**config.mk**
```make
export PLATFORM = sky130hd
export DESIGN_NAME = cdb_writeback_queue_flat
export DESIGN_NICKNAME = d
export VERILOG_FILES = /design/src/rtl/cdb_writeback_queue_if.sv /design/src/rtl/cdb_writeback_queue.sv /design/src/flat_wrapper.sv
export SDC_FILE = /design/constraint.sdc
export NUM_CORES = 2
export LEC_CHECK = 0
export CELL_PAD_IN_SITES_DETAIL_PLACEMENT = 0
export CELL_PAD_IN_SITES_GLOBAL_PLACEMENT = 1
export CORE_MARGIN = 4
export CORE_UTILIZATION = 40
export CTS_BUF_LIST = sky130_fd_sc_hd__clkbuf_16
export DETAILED_ROUTE_END_ITERATION = 8
export PLACE_DENSITY = 0.73
export SYNTH_ARGS = -nofsm -noshare
export SYNTH_HDL_FRONTEND = slang
export SYNTH_SLANG_ARGS = --single-unit
```
**constraint.sdc**
```tcl
create_clock -name clock -period 4.2 [get_ports clock]
set_input_delay 0.84 -clock clock [delete_from_list [all_inputs] [get_ports clock]]
set_output_delay 0.84 -clock clock [all_outputs]
set_load 0.01 [all_outputs]
```
**src/rtl/cdb_writeback_queue_if.sv**
```systemverilog
// Result-collection and PRF-writeback bus shared by the functional units,
// the writeback queue and the register-file / wake-up consumers.
interface cdb_writeback_queue_if #(
  parameter int N_FU  = 4,
  parameter int DEPTH = 8,
  parameter int ROB_W = 5,
  parameter int PRN_W = 6
);
  logic                             flush;
  logic [N_FU-1:0]                  fu_valid;
  logic [N_FU-1:0][PRN_W-1:0]       fu_prn;
  logic [N_FU-1:0][31:0]            fu_data;
  logic [N_FU-1:0][ROB_W-1:0]       fu_rob_idx;
  logic                             fu_ready;
  logic [1:0]                       wr_en;
  logic [1:0][PRN_W-1:0]            wr_idx;
  logic [1:0][31:0]                 wr_data;
  logic [1:0][ROB_W-1:0]            cdb_rob_idx;
  logic [$clog2(DEPTH):0]           count;

  modport master (
    output flush, fu_valid, fu_prn, fu_data, fu_rob_idx,
    input  fu_ready, wr_en, wr_idx, wr_data, cdb_rob_idx, count
  );

  modport slave (
    input  flush, fu_valid, fu_prn, fu_data, fu_rob_idx,
    output fu_ready, wr_en, wr_idx, wr_data, cdb_rob_idx, count
  );
endinterface

```
**src/rtl/cdb_writeback_queue.sv**
```systemverilog
// Circular buffer that funnels up to N_FU completed results per cycle into the
// two PRF write ports, oldest first, and broadcasts their ROB tags.
module cdb_writeback_queue #(
  parameter int N_FU  = 4,
  parameter int DEPTH = 8,
  parameter int ROB_W = 5,
  parameter int PRF   = 64,
  parameter int PRN_W = $clog2(PRF)
) (
  input  logic                 clock,
  input  logic                 reset,
  cdb_writeback_queue_if.slave bus
);
  localparam int PW = $clog2(DEPTH);
  localparam int CW = PW + 1;
  localparam int AW = $clog2(N_FU + 1);

  logic [PRN_W-1:0] ent_prn  [DEPTH];
  logic [31:0]      ent_data [DEPTH];
  logic [ROB_W-1:0] ent_rob  [DEPTH];

  logic [PW-1:0] head;
  logic [PW-1:0] tail;
  logic [CW-1:0] count;
  logic [CW-1:0] count_next;

  logic          ready;
  logic [N_FU-1:0] accept;
  logic [AW-1:0] num_acc;
  logic [PW-1:0] slot [N_FU];
  logic [1:0]    wr_en;
  logic [1:0]    num_pop;
  logic [PW-1:0] head_p1;

  // Readiness looks only at registered occupancy so it never depends on pops.
  always_comb begin
    ready   = (count <= CW'(DEPTH - N_FU));
    accept  = bus.fu_valid & {N_FU{ready & ~bus.flush}};
    num_acc = '0;
    for (int i = 0; i < N_FU; i++) begin
      slot[i] = tail + PW'(num_acc);
      if (accept[i]) num_acc = num_acc + AW'(1);
    end
    wr_en[0]   = (count != '0) && !bus.flush;
    wr_en[1]   = (count >= CW'(2)) && !bus.flush;
    num_pop    = {1'b0, wr_en[0]} + {1'b0, wr_en[1]};
    head_p1    = head + PW'(1);
    count_next = count + CW'(num_acc) - CW'(num_pop);
  end

  assign bus.fu_ready       = ready;
  assign bus.count          = count;
  assign bus.wr_en          = wr_en;
  assign bus.wr_idx[0]      = wr_en[0] ? ent_prn[head]     : '0;
  assign bus.wr_data[0]     = wr_en[0] ? ent_data[head]    : '0;
  assign bus.cdb_rob_idx[0] = wr_en[0] ? ent_rob[head]     : '0;
  assign bus.wr_idx[1]      = wr_en[1] ? ent_prn[head_p1]  : '0;
  assign bus.wr_data[1]     = wr_en[1] ? ent_data[head_p1] : '0;
  assign bus.cdb_rob_idx[1] = wr_en[1] ? ent_rob[head_p1]  : '0;

  always_ff @(posedge clock or negedge reset) begin
    if (!reset) begin
      head  <= '0;
      tail  <= '0;
      count <= '0;
      for (int d = 0; d < DEPTH; d++) begin
        ent_prn[d]  <= '0;
        ent_data[d] <= '0;
        ent_rob[d]  <= '0;
      end
    end else if (bus.flush) begin
      head  <= '0;
      tail  <= '0;
      count <= '0;
    end else begin
      for (int i = 0; i < N_FU; i++) begin
        if (accept[i]) begin
          ent_prn[slot[i]]  <= bus.fu_prn[i];
          ent_data[slot[i]] <= bus.fu_data[i];
          ent_rob[slot[i]]  <= bus.fu_rob_idx[i];
        end
      end
      head  <= head + PW'(num_pop);
      tail  <= tail + PW'(num_acc);
      count <= count_next;
    end
  end
endmodule

```
**src/flat_wrapper.sv**
```systemverilog
// flat-port wrapper written by rule: the top's interface ports become plain ports
module cdb_writeback_queue_flat 
#(
  parameter int N_FU  = 4,
  parameter int DEPTH = 8,
  parameter int ROB_W = 5,
  parameter int PRF   = 64,
  parameter int PRN_W = $clog2(PRF)
)
  (clock, reset, bus_flush, bus_fu_valid, bus_fu_prn, bus_fu_data, bus_fu_rob_idx, bus_fu_ready, bus_wr_en, bus_wr_idx, bus_wr_data, bus_cdb_rob_idx, bus_count);
  cdb_writeback_queue_if #(.N_FU(N_FU), .DEPTH(DEPTH), .ROB_W(ROB_W), .PRN_W(PRN_W)) bus_i ();
  input  logic clock;
  input  logic reset;
  input wire logic [$bits(bus_i.flush)-1:0] bus_flush;
  input wire logic [$bits(bus_i.fu_valid)-1:0] bus_fu_valid;
  input wire logic [$bits(bus_i.fu_prn)-1:0] bus_fu_prn;
  input wire logic [$bits(bus_i.fu_data)-1:0] bus_fu_data;
  input wire logic [$bits(bus_i.fu_rob_idx)-1:0] bus_fu_rob_idx;
  output wire logic [$bits(bus_i.fu_ready)-1:0] bus_fu_ready;
  output wire logic [$bits(bus_i.wr_en)-1:0] bus_wr_en;
  output wire logic [$bits(bus_i.wr_idx)-1:0] bus_wr_idx;
  output wire logic [$bits(bus_i.wr_data)-1:0] bus_wr_data;
  output wire logic [$bits(bus_i.cdb_rob_idx)-1:0] bus_cdb_rob_idx;
  output wire logic [$bits(bus_i.count)-1:0] bus_count;
  assign bus_i.flush = bus_flush;
  assign bus_i.fu_valid = bus_fu_valid;
  assign bus_i.fu_prn = bus_fu_prn;
  assign bus_i.fu_data = bus_fu_data;
  assign bus_i.fu_rob_idx = bus_fu_rob_idx;
  assign bus_fu_ready = bus_i.fu_ready;
  assign bus_wr_en = bus_i.wr_en;
  assign bus_wr_idx = bus_i.wr_idx;
  assign bus_wr_data = bus_i.wr_data;
  assign bus_cdb_rob_idx = bus_i.cdb_rob_idx;
  assign bus_count = bus_i.count;
  cdb_writeback_queue #(.N_FU(N_FU), .DEPTH(DEPTH), .ROB_W(ROB_W), .PRF(PRF), .PRN_W(PRN_W)) u_core (.clock(clock), .reset(reset), .bus(bus_i));
endmodule
```
# Yosys cells after proc, flatten, opt, wreduce, memory -nomap -nowiden
# Index checks and enable logic that the tools add are counted.
[op_classes] n_addsub=12 n_lt_le_gt_ge=12 mux=88 bitwise=9 reduce_logical=8
[ops] cell="256-bit 2-to-1 mux" n=7
[ops] cell="256-bit bitwise mux" n=4
[ops] cell="32-bit demux with 3-bit select" n=4
[ops] cell="48-bit 2-to-1 mux" n=7
[ops] cell="32-bit 2-to-1 mux" n=10
[ops] cell="40-bit 2-to-1 mux" n=7
[ops] cell="32-bit binary-select mux with 3-bit select" n=2
[ops] cell="48-bit bitwise mux" n=4
[ops] cell="40-bit bitwise mux" n=4
[ops] cell="6-bit demux with 3-bit select" n=4
[ops] cell="5-bit demux with 3-bit select" n=4
[ops] cell="6-bit 2-to-1 mux" n=10
[ops] cell="5-bit 2-to-1 mux" n=10
[ops] cell="6-bit binary-select mux with 3-bit select" n=2
[ops] cell="5-bit binary-select mux with 3-bit select" n=2
[ops] cell="4-bit greater-or-equal comparator (second input constant)" n=6
[ops] cell="3-bit NOT with 4-bit output" n=6
[ops] cell="4-bit by 1-bit less-than comparator with 1-bit output (second input constant)" n=4
[ops] cell="3-bit 2-to-1 mux" n=5
[ops] cell="3-bit by 1-bit adder with 3-bit output (second input constant)" n=3
[ops] cell="3-bit adder" n=3
[ops] cell="1-bit logical AND" n=6
[ops] cell="4-bit by 3-bit adder with 4-bit output" n=1
[ops] cell="4-bit bitwise AND" n=1
[ops] cell="other kinds (13)" n=13
[totals] reg_bits=354 in_bits=179 out_inout_bits=93 wordCells=156

# Longest topological paths before layout
[depth] ltp_word=18 depth_mapped=19 mapped_depth_nobuf=16

# Worst setup path before layout
# OpenSTA, ideal clock, no wires.
[synth_path] kind="input-to-reg" start="in bus_flush" end="reg u_core.count[3] (netlist: u_core.bus.count[3])" setup_ns=0.132 t_arrival_ns=4.349 required_time_ns=4.068 path_slack_ns=-0.281 cell_stages=15 path_buffers=3 cell_sequence="buf_2 -> nor3_2 -> clkbuf_1 -> clkbuf_1 -> nand2_1 -> ha_1 -> xnor2_1 -> ha_1 -> mux2_2 -> fa_1 -> ha_1 -> a21o_1 -> a21oi_1 -> xnor2_1 -> nor2_1"
[synth_between] elab_chain_len=13 elab_cells_between_ends=17 classes_between="add/sub (6); mux (5); bitwise (3); reduce/logical (3)"
[synth_rtl] element="from (decl)" line_no="flat_wrapper.sv:14" rtl="input wire logic [$bits(bus_i.flush)-1:0] bus_flush;"
[synth_rtl] element="1-bit NOT" line_no="cdb_writeback_queue.sv:38" rtl="accept = bus.fu_valid & {N_FU{ready & ~bus.flush}};"
[synth_rtl] element="1-bit bitwise AND" line_no="cdb_writeback_queue.sv:38"
[synth_rtl] element="4-bit bitwise AND" line_no="cdb_writeback_queue.sv:38"
[synth_rtl] element="1-bit 2-to-1 mux" line_no="cdb_writeback_queue.sv:42" rtl="if (accept[i]) num_acc = num_acc + AW'(1);"
[synth_rtl] element="1-bit by 1-bit adder with 2-bit output" line_no="cdb_writeback_queue.sv:42"
[synth_rtl] element="3-bit 2-to-1 mux" line_no="cdb_writeback_queue.sv:42"
[synth_rtl] element="3-bit by 1-bit adder with 3-bit output" line_no="cdb_writeback_queue.sv:42"
[synth_rtl] element="3-bit 2-to-1 mux" line_no="cdb_writeback_queue.sv:42"
[synth_rtl] element="3-bit by 1-bit adder with 3-bit output" line_no="cdb_writeback_queue.sv:42"
[synth_rtl] element="3-bit 2-to-1 mux" line_no="cdb_writeback_queue.sv:42"
[synth_rtl] element="4-bit by 3-bit adder with 4-bit output" line_no="cdb_writeback_queue.sv:48" rtl="count_next = count + CW'(num_acc) - CW'(num_pop);"
[synth_rtl] element="4-bit by 2-bit subtractor with 4-bit output" line_no="cdb_writeback_queue.sv:48"
[synth_rtl] element="4-bit 2-to-1 mux (*)" line_no="cdb_writeback_queue.sv:71" rtl="end else if (bus.flush) begin"
[synth_rtl] element="to (signal assigned)" line_no="cdb_writeback_queue.sv:85" rtl="count <= count_next;"
[synth_rtl] element="to (decl)" line_no="cdb_writeback_queue.sv:24" rtl="logic [CW-1:0] count;"
# Mark *: on every way between the ends. The rest lies on a longest branch, timed or not.
# A chain may end at the register's enable or synchronous reset.

# Worst setup path in the final report
[layout_path] start="reg u_core.head[0]" end="out bus_wr_data[42]"
[layout_between] elab_chain_len=6
[layout_rtl] element="from (decl)" line_no="cdb_writeback_queue.sv:22" rtl="logic [PW-1:0] head;"
[layout_rtl] element="from (signal assigned)" line_no="cdb_writeback_queue.sv:83" rtl="head <= head + PW'(num_pop);"
[layout_rtl] element="3-bit by 1-bit adder with 3-bit output" line_no="cdb_writeback_queue.sv:47" rtl="head_p1 = head + PW'(1);"
[layout_rtl] element="3-bit NOT with 4-bit output (implied by the code)" line_no="cdb_writeback_queue.sv:58" rtl="assign bus.wr_data[1] = wr_en[1] ? ent_data[head_p1] : '0;"
[layout_rtl] element="32-bit binary-select mux with 3-bit select" line_no="cdb_writeback_queue.sv:58"
[layout_rtl] element="32-bit 2-to-1 mux (implied by the code) (2 in a row)" line_no="cdb_writeback_queue.sv:58"
[layout_rtl] element="32-bit 2-to-1 mux" line_no="cdb_writeback_queue.sv:58"
[layout_rtl] element="to (decl)" line_no="flat_wrapper.sv:22" rtl="output wire logic [$bits(bus_i.wr_data)-1:0] bus_wr_data;"
# No other way between the ends. The select of a mux whose other input is x is not followed.

==> results_dict.tcl <==
set metrics [dict create \
    status "finished with violations" \
    violations "DRC" \
    hold_violations 0 \
    worstPathArrival_ns 3.35 \
    synth_area_sq_um 30680 \
    holdBufCountCts 0 \
    ioPinCount 272 \
    synth_cells 3412 \
    fin_crit_sh_pct 99.71 \
    synth_common_cells "dfrtp_1 (354), nand3_1 (346), a31oi_1 (344), o22ai_1 (344), o32ai_1 (344)" \
    worstSetupPathType "flop to output port" \
    vias 37180 \
    placed_cells 4351 \
    ys_warn_count 0 \
    antenna_found_initial 1 \
    synthTopCellsByArea "dfrtp_1 (29%), mux4_2 (13%), o32ai_1 (9.8%), a221oi_1 (9.2%), a31oi_1 (7.0%)" \
    cts_htree_levels 2 \
    clkSinkCount 354 \
    fmax_mhz 238.8 \
    maxCapViolations 0 \
    instances_no_fill 4439 \
    leakage_uw 0.01072 \
    cts_tree "built" \
    yosys.area.top_type "dfrtp_1" \
    port_buffers 271 \
    track_usage_pct 38.87 \
    die_y_microns 285.0 \
    insertion_delay_ns 0.62 \
    ys_ff_latch 354 \
    yosysMostFrequentCell "dfrtp_1" \
    tightest_slew_ns 1.336 \
    area_growth_pct 20.42 \
    critPathLaunchType "flop" \
    vias_per_cell 8.376 \
    seq_area_frac_synth_pct 28.87 \
    routabilityCongestion 0.9061 \
    syn-num-nets 3612 \
    cp-end-kind "output port" \
    p_per_area_nw_per_um2 786.1 \
    clock_path_buffers 3 \
    grt_max_degree 184 \
    clkTransAtPathRegs_ns 0.06 \
    synth-async-reset-ratio_pct 100.0 \
    drt_iter0_drc 7205 \
    cts_root_buffer "clkbuf_16" \
    ir_drop_v 0.0004761 \
    worstReg2RegStart "u_core.bus.count[1]" \
    rows 101 \
    start_util_pct 40.40 \
    synth-edff-count 0 \
    slew_violations 0 \
    grt-ovfl-total 0 \
    fin_crit_ns 4.188 \
    setup_viol 0 \
    drive_gt1_share_pct 16.92 \
    hp-class "input port to async pin" \
    required_ns 3.36 \
    path_max_fanout 16 \
    ant_nets 0 \
    clock_skew_ns 0.02153 \
    firstDrtPassIters 9 \
    first_global_vias 36560 \
    grt_pass1_wl_microns 242300 \
    avgSynthCellArea_sq_um 8.993 \
    final_nets 3570 \
    synthFlopType "dfrtp_1" \
    crit_start "u_core.head[0]" \
    hold_slack_ns 0.2571 \
    hpwlAfterDp_microns 95160 \
    dieArea_sq_um 81210 \
    dieWidth_microns 285.0 \
    cts_made_buffers 47 \
    wl_microns 166100 \
    wl_per_cell_microns 37.42 \
    ys_types 60 \
    synth_top_area_share_pct 28.87 \
    drc_errors 5 \
    core_sq_um 75950 \
    slew_headroom_pct 10.94 \
]
flip-flops by register name, summed over array words and instances (netlist names):
name,flops
u_core.bus.count,4
u_core.ent_data,256
u_core.ent_prn,48
u_core.ent_rob,40
u_core.head,3
u_core.tail,3
through the flow:
stage / power (uW) / setup WS [ns] / TNS [ns] / utilization, % / instance area [sq um]
2_1_floorplan: 17050 / 0.001781 / 0 / - / 30700
3_3_place_gp: 23830 / -0.09070 / -3.692 / 46.72 / 35480
3_5_place_dp: 24220 / -0.1483 / -14.97 / 46.72 / 35480
4_1_cts: 28220 / 0.04354 / 0 / 48.62 / 36930
5_1_grt: 29900 / -0.0001414 / -0.0001414 / 48.64 / 36940
6_report: 29050 / 0.01232 / 0 / 48.65 / 36950
final cells by class:
cell class,count,area [sq um]
Antenna cell,4,10.01
Clock buffer,48,1201
Clock inverter,36,244.0
Fill cell,7009,39000
Inverter,13,56.30
Multi-Input combinational cell,2469,19650
Sequential cell,354,8870
Tap cell,1030,1289
Timing Repair Buffer,485,5630
cells in the final DEF (no fill, tap or decap), types with 104 or more instances in the layout:
cell type / n
a221oi_1: 323
a31oi_1: 344
buf_12: 104
buf_4: 109
clkdlybuf4s50_1: 269
dfrtp_1: 351
mux4_2: 172
nand3_1: 345
nor2_1: 234
o22ai_1: 344
o32ai_1: 344
cell families (layout without fill, tap and decap cells):
family                     count (synthesis)  count (layout)  share of synthesized area [%]
AOI/OAI and AO/OA                       1435            1435                          35.27
and+or+nand+nor                          778             778                          11.91
buffers and inverters                    589             582                          8.131
DFF                                      354             354                          28.87
muxes                                    217             217                          14.10
adders and majority gates                 21              21                          1.003
xor gates and xnor gates                  18              18                         0.7095
other                                      0               4                              0
report_power, final:
part	total (uW)	internal (uW)	switching, uW
clock	4010	2240	1770
sequential	6580	4860	1720
combinational	18500	7720	10700
per-layer routing:
metal	global-route usage, %	vias to the layer above	part of all wire [%]
li1	-	14180	-
met1	48.32	17820	34
met2	56.02	4112	42
met3	15.32	1071	16
met4	25.38	0	7.9
met5	0	-	0
timing repair:
item / CTS / global route
resized for setup: 0 / 3
setup buffers: 0 / 0
endpoints found under the setup margin: 0 / 2
worst max-delay path, stage by stage, from the launching register on:
cell             delay [ns]
dfrtp_4                0.56
ha_4                   0.40
buf_6                  0.32
mux4_2                 0.28
nand2_1                0.06
a21oi_1                0.46
clkdlybuf4s50_1        0.64
path summary, 6_finish.rpt:
path	slack [ns]	to	cells after the start
setup / recovery	0.01	bus_wr_data[42]	6
hold / removal	0.26	u_core.ent_data[188]	1
setup reg to reg	0.37	u_core.ent_rob[18]	13
hold reg to reg	0.61	u_core.ent_data[252]	2
max in group asynchronous	2.88	u_core.ent_data[165]	2
min in group clock	0.61	u_core.ent_data[252]	2
No activity file was read; power rests on OpenSTA's default activity.
